<file path="config.mk">
export PLATFORM = sky130hd
export DESIGN_NAME = dualport_ram
export DESIGN_NICKNAME = d
export VERILOG_FILES = /design/src/rtl/dualport_ram.sv
export SDC_FILE = /design/constraint.sdc
export NUM_CORES = 1
export LEC_CHECK = 0
export CORE_MARGIN = 4
export CORE_UTILIZATION = 37
export CTS_CLUSTER_SIZE = 10
export DETAILED_ROUTE_END_ITERATION = 8
export PLACE_DENSITY_LB_ADDON = 0.08
export RECOVER_POWER = 100
export SLEW_MARGIN = 20
export SYNTH_ARGS = -nofsm -noshare
export SYNTH_HDL_FRONTEND = slang
export SYNTH_SLANG_ARGS = --single-unit
</file>
<file path="constraint.sdc">
create_clock -name clk -period 2.8 [get_ports clk]
set_input_delay 0.84 -clock clk [delete_from_list [all_inputs] [get_ports clk]]
set_output_delay 0.84 -clock clk [all_outputs]
set_load 0.02 [all_outputs]
</file>
<file path="src/rtl/dualport_ram.sv">
// ----------------------------------------------------------------------------
// dualport_ram
//   16 x 4 simple dual-port RAM: port A writes, port B reads with a one-cycle
//   registered read. After every reset an INIT sweep writes zero to each
//   address, one per cycle for 16 cycles. While the sweep runs, both ports
//   are locked out.
//
// Ports
//   clk      in   clock; all state updates on the rising edge
//   rst_n    in   synchronous active-low reset
//   a_we     in   port A write request
//   a_addr   in   port A write address
//   a_din    in   port A write data
//   a_ready  out  port A can accept a write this cycle (inverse of busy)
//   b_re     in   port B read request
//   b_addr   in   port B read address
//   dout_b   out  port B registered read data; holds when no read is accepted
//   b_valid  out  dout_b was refreshed by a read accepted in the prior cycle
//   busy     out  initialisation sweep in progress
//
// Configuration
//   RAM_BYPASS_EN  defined  : a same-address write and read in one cycle
//                             return the new a_din (write-first)
//                  undefined: they return the old stored word (read-first)
//   In both builds, the memory holds a_din after the collision.
// ----------------------------------------------------------------------------
module dualport_ram #(
  parameter int DATA_W = 4,
  parameter int ADDR_W = 4
) (
  input  logic              clk,
  input  logic              rst_n,
  input  logic              a_we,
  input  logic [ADDR_W-1:0] a_addr,
  input  logic [DATA_W-1:0] a_din,
  output logic              a_ready,
  input  logic              b_re,
  input  logic [ADDR_W-1:0] b_addr,
  output logic [DATA_W-1:0] dout_b,
  output logic              b_valid,
  output logic              busy
);

  localparam int DEPTH = 1 << ADDR_W;

  typedef enum logic {INIT, RUN} state_t;

  state_t            state, state_nxt;
  logic [ADDR_W-1:0] cnt, cnt_nxt;
  logic [DATA_W-1:0] mem [DEPTH];

  logic              wr_acc_p0;
  logic              rd_acc_p0;
  logic [DATA_W-1:0] rd_word_p0;
  logic [DATA_W-1:0] rd_data_p1;
  logic              vld_p1;

  // Sweep sequencing: one address per cycle. The write at the last address
  // hands over to RUN on the following edge.
  always_comb begin
    state_nxt = state;
    cnt_nxt   = cnt;
    case (state)
      INIT: begin
        cnt_nxt = cnt + 1'b1;
        if (&cnt) state_nxt = RUN;
      end
      RUN:     state_nxt = RUN;
      default: state_nxt = INIT;
    endcase
  end

  assign busy    = (state == INIT);
  assign a_ready = ~busy;

  // ---- stage p0: request acceptance and array read ----
  // Requests are dropped, not queued, while the sweep runs.
  assign wr_acc_p0 = rst_n & a_we & ~busy;
  assign rd_acc_p0 = b_re & ~busy;

`ifdef RAM_BYPASS_EN
  assign rd_word_p0 = (wr_acc_p0 && (a_addr == b_addr)) ? a_din : mem[b_addr];
`else
  // The array update is non-blocking, so this returns the pre-write word.
  assign rd_word_p0 = mem[b_addr];
`endif

  // Storage has no reset. The sweep clears it before either port is usable.
  always_ff @(posedge clk) begin
    if (state == INIT)
      mem[cnt] <= '0;
    else if (wr_acc_p0)
      mem[a_addr] <= a_din;
  end

  always_ff @(posedge clk) begin
    if (!rst_n) begin
      state      <= INIT;
      cnt        <= '0;
      vld_p1     <= 1'b0;
      rd_data_p1 <= '0;
    end else begin
      state  <= state_nxt;
      cnt    <= cnt_nxt;
      vld_p1 <= rd_acc_p0;
      if (rd_acc_p0) rd_data_p1 <= rd_word_p0;
    end
  end

  // ---- stage p1: registered read result ----
  assign dout_b  = rd_data_p1;
  assign b_valid = vld_p1;

endmodule

</file>
* After elaboration in Yosys (flattened, before gate mapping)
Memories as Yosys holds them, arrays and structs flattened. A register that Yosys moved wholly into a read port is not among the register bits.
Cells that the tools add are included.
Widths: inputs -> output; s select.
** Word-level totals
- Bits in registers :: 6
- Memory bits (writable) :: 64
- Input bits :: 16
- Output and inout port bits :: 7
- Logic and storage cells :: 21
- Memories :: 1
** Memory list
- mem :: depth 16, bits a word 4, rd ports 1, clocked after Yosys merged registers in 1, wr ports 1, line 50 : logic [DATA_W-1:0] mem [DEPTH];
** Cells by class
- Add/sub/neg operators :: 1
- Muxes and demuxes :: 9
- Bitwise logic cells :: 4
- Reduce and logical (&&, ||, !) cells :: 3
** Operator list (count)
- $mux 4 :: 2
- $mux 1 :: 6
- $add 4x1->4 const B :: 1
- $reduce_and 4->1 :: 1
- $reduce_or 4->1 :: 1
- $and 1x1->1 :: 3
- $pmux 1 s2 :: 1
- $logic_not 1->1 :: 1
- $not 1->1 :: 1

* Depth between registers and ports, before layout
- Depth in word-level cells :: 7
- Gate-level depth with buffers :: 6
- Gate-level depth less buffers :: 4

* Worst setup path after synthesis
No wires, ideal clock.
- Kind :: input to register
- Start :: input port b_addr[3]
- End :: register rd_data_p1[1], in the netlist dout_b[1] (read register of mem)
- Setup time :: 0.126 ns
- Arrival time :: 1.982 ns
- Required time :: 2.674 ns
- Setup slack :: 0.692 ns
- Stages on the path :: 6
- Buffers on the path :: 2
- Cell sequence :: buf_2 buf_2 mux4_1 mux2_2 a22oi_1 o21ai_0
** RTL lines
- start: declaration :: line 38 : input logic [ADDR_W-1:0] b_addr,
- end: declaration :: line 55 : logic [DATA_W-1:0] rd_data_p1;

==> impl_metrics.toml <==
[outcome]
outcome = "complete, no violations"

[placement]
place.gp.congestion = 0.8625
port_buffers = 22
place_inst = 308
dp_slack_ns = 0.04897
hpwl_mm = 4.334

[setup_path]
startpoint_type = "input pin"
endpoint_kind = "register"
crit_chain = "dlygate4sd3_1 > clkbuf_2 > mux4_1 > mux2_2 > a22oi_1 > o21ai_0"
critical_path.slowest_cell = "dlygate4sd3_1"
slowest_delay_ns = 0.65
crit_type = "input pin to register"
cp_max_fo = 13
cp.arrival_ns = 2.75
cp_data_required_time_ns = 3.02

[sta]
whs_ns = 0.4825
setup_viol = 0
slew_viol_final = 0
finalHoldViolCount = 0
worst_slack_ns = 0.2681
rsz0062_at_grt = "false"
tightestPinTransition_ns = 0.7505
finalSetupTns_ns = 0
clock.fmax_mhz = 395.0
finClkSkew_ns = 0.009570
maxSlewHeadroom = 0.4997
post-route-period-util = 0.9042
period_needed_ns = 2.532

[power_and_ir_drop]
p_leak_nw = 1.093
power.density_mw_per_mm2 = 575.4
peakVddDrop_mv = 0.2150

[logic_synthesis]
syn-cell-area_sq_mm = 0.003008
synth-seq-cells = 74
synth.area.top_cells = "edfxtp_1 (64%), mux4_2 (8.2%), dfxtp_1 (6.7%)"
ys_seq_area_frac = 0.7055
synth_ff_type = "edfxtp_1"
synthDistinctLibCells = 27
yosys_warnings = 0
async_reset_ff_frac = 0
syn_nets = 189
yosysTopAreaCell = "edfxtp_1"
synth_edf_count = 64
synthCells = 172
syn_area_per_cell_sq_um = 17.49
yosys.area.top_type_share = 0.6389

[routing]
via_per_inst = 5.105
wirelength_mm = 6.011
dr.first_iter.drc_count = 80
drtPass1Iterations = 4
wl_per_cell_um = 18.55
vias = 1654
drc = 0
antenna_left = 0

[floorplan]
io_pins = 23
coreArea_sq_mm = 0.007807
start_util = 0.3853
die_area_sq_mm = 0.009636
rows = 32
die_w_um = 98.17
die_y_um = 98.17

[clock_network]
clk_latency_ns = 0.34
cts_root_buf = "clkbuf_8"
clkTransAtPathRegs_ns = 0.07
cts_setup_buffers = 0
cts_tree = "built"
numCtsBuffers = 9
htreeDepth = 3
cts_buffer_depth = 2
cts_resized = 0
cts_hold_buf = 0
clock-sinks = 74

[grt]
grt_pass1_vias = 1788
grt_max_degree = 17
grt_usage = 0.1319
grt_overflow = 0
grt_pass1_wl_mm = 9.632
antenna_found_initial = 0

[layout]
final_util = 0.4595
mostFrequentLayoutCells = "edfxtp_1 (64), nor2_1 (18), clkbuf_1 (16)"
nets = 234
final_common_cell = "edfxtp_1"
drive_gt1_frac = 0.1532
layout.cells.non_filler = 324
diodes = 0
synthToLayoutAreaGrowth_pct = 19.26
fillers = 701

[run]
cap_violations = 0

[min_path]
min_path_type = "register to register"
-- metrics by stage --
stage / instance area [sq um] / power [mW]
2_1_floorplan: 3008 / 1.321
3_3_place_gp: 3472 / 1.378
3_5_place_dp: 3472 / 1.382
4_1_cts: 3638 / 2.082
5_1_grt: 3587 / 2.134
6_report: 3587 / 2.064
-- report_power, final --
group	internal (mW)	switching [mW]	total (mW)	leakage, nW
Sequential	1.21	0.0100	1.22	0.599
Combinational	0.0697	0.0618	0.132	0.410
Clock	0.344	0.368	0.713	0.0834
-- cell usage after synthesis, types with 2 or more instances --
cell type	instances
dfxtp_1	10
nor2_1	18
inv_1	5
o21ai_0	3
nor2b_1	2
xnor2_1	3
a32oi_1	2
mux4_2	11
a31oi_1	4
clkbuf_1	2
nand3_1	3
and2_1	8
mux2_2	4
a21boi_0	2
buf_2	4
mux4_1	5
edfxtp_1	64
and3_1	2
nor3b_1	2
a22oi_1	6
nor3_1	2
mux2i_1	5
-- layer usage --
layer / GRT usage / up-vias / wire (um)
met3: 0.02643 / 10 / 331
li1: - / 769 / -
met2: 0.2010 / 53 / 2808
met1: 0.1845 / 822 / 2780
met5: 0 / - / 0
met4: 0.05672 / 0 / 90
-- cell families after synthesis --
family,Yosys count,synth area share
buffers and inverters,12,0.01914
AO/OA/AOI/OAI,18,0.04076
XOR/XNOR,3,0.008737
AND/OR/NAND/NOR,39,0.06405
adder cells (fa/ha/maj),1,0.004159
flip-flops,74,0.7055
multiplexers,25,0.1577
-- final cells by class --
type,instances,area (sq um),area share
Tap cell,102,127.6,0.03558
Clock inverter,3,17.52,0.004883
Inverter,5,18.77,0.005232
Sequential cell,74,2122,0.5916
Timing Repair Buffer,41,324.1,0.09034
Multi-Input combinational cell,86,828.3,0.2309
Clock buffer,13,148.9,0.04151
-- critical path, delay by kind of cell --
family,cells,cell delay [ns]
AOI/OAI and AO/OA,2,0.25
buffers and inverters,2,1.04
muxes,2,0.62
-- final timing paths --
| path | slack [ns] | cells after the start | startpoint | end |
|---|---|---|---|---|
| min | 0.48 | 2 | dout_b[0] | dout_b[0] |
| max reg2reg | 0.94 | 6 | a_ready | mem[6][0] |
| min reg2reg | 0.48 | 2 | dout_b[0] | dout_b[0] |
| max | 0.27 | 6 | b_addr[3] | dout_b[0] |
-- registers in the layout, indices dropped and copies added, names as in the netlist --
| register | cells |
|---|---|
| cnt | 4 |
| a_ready | 1 |
| dout_b | 4 |
| mem | 64 |
| b_valid | 1 |
(Power assumes the default switching activity.)
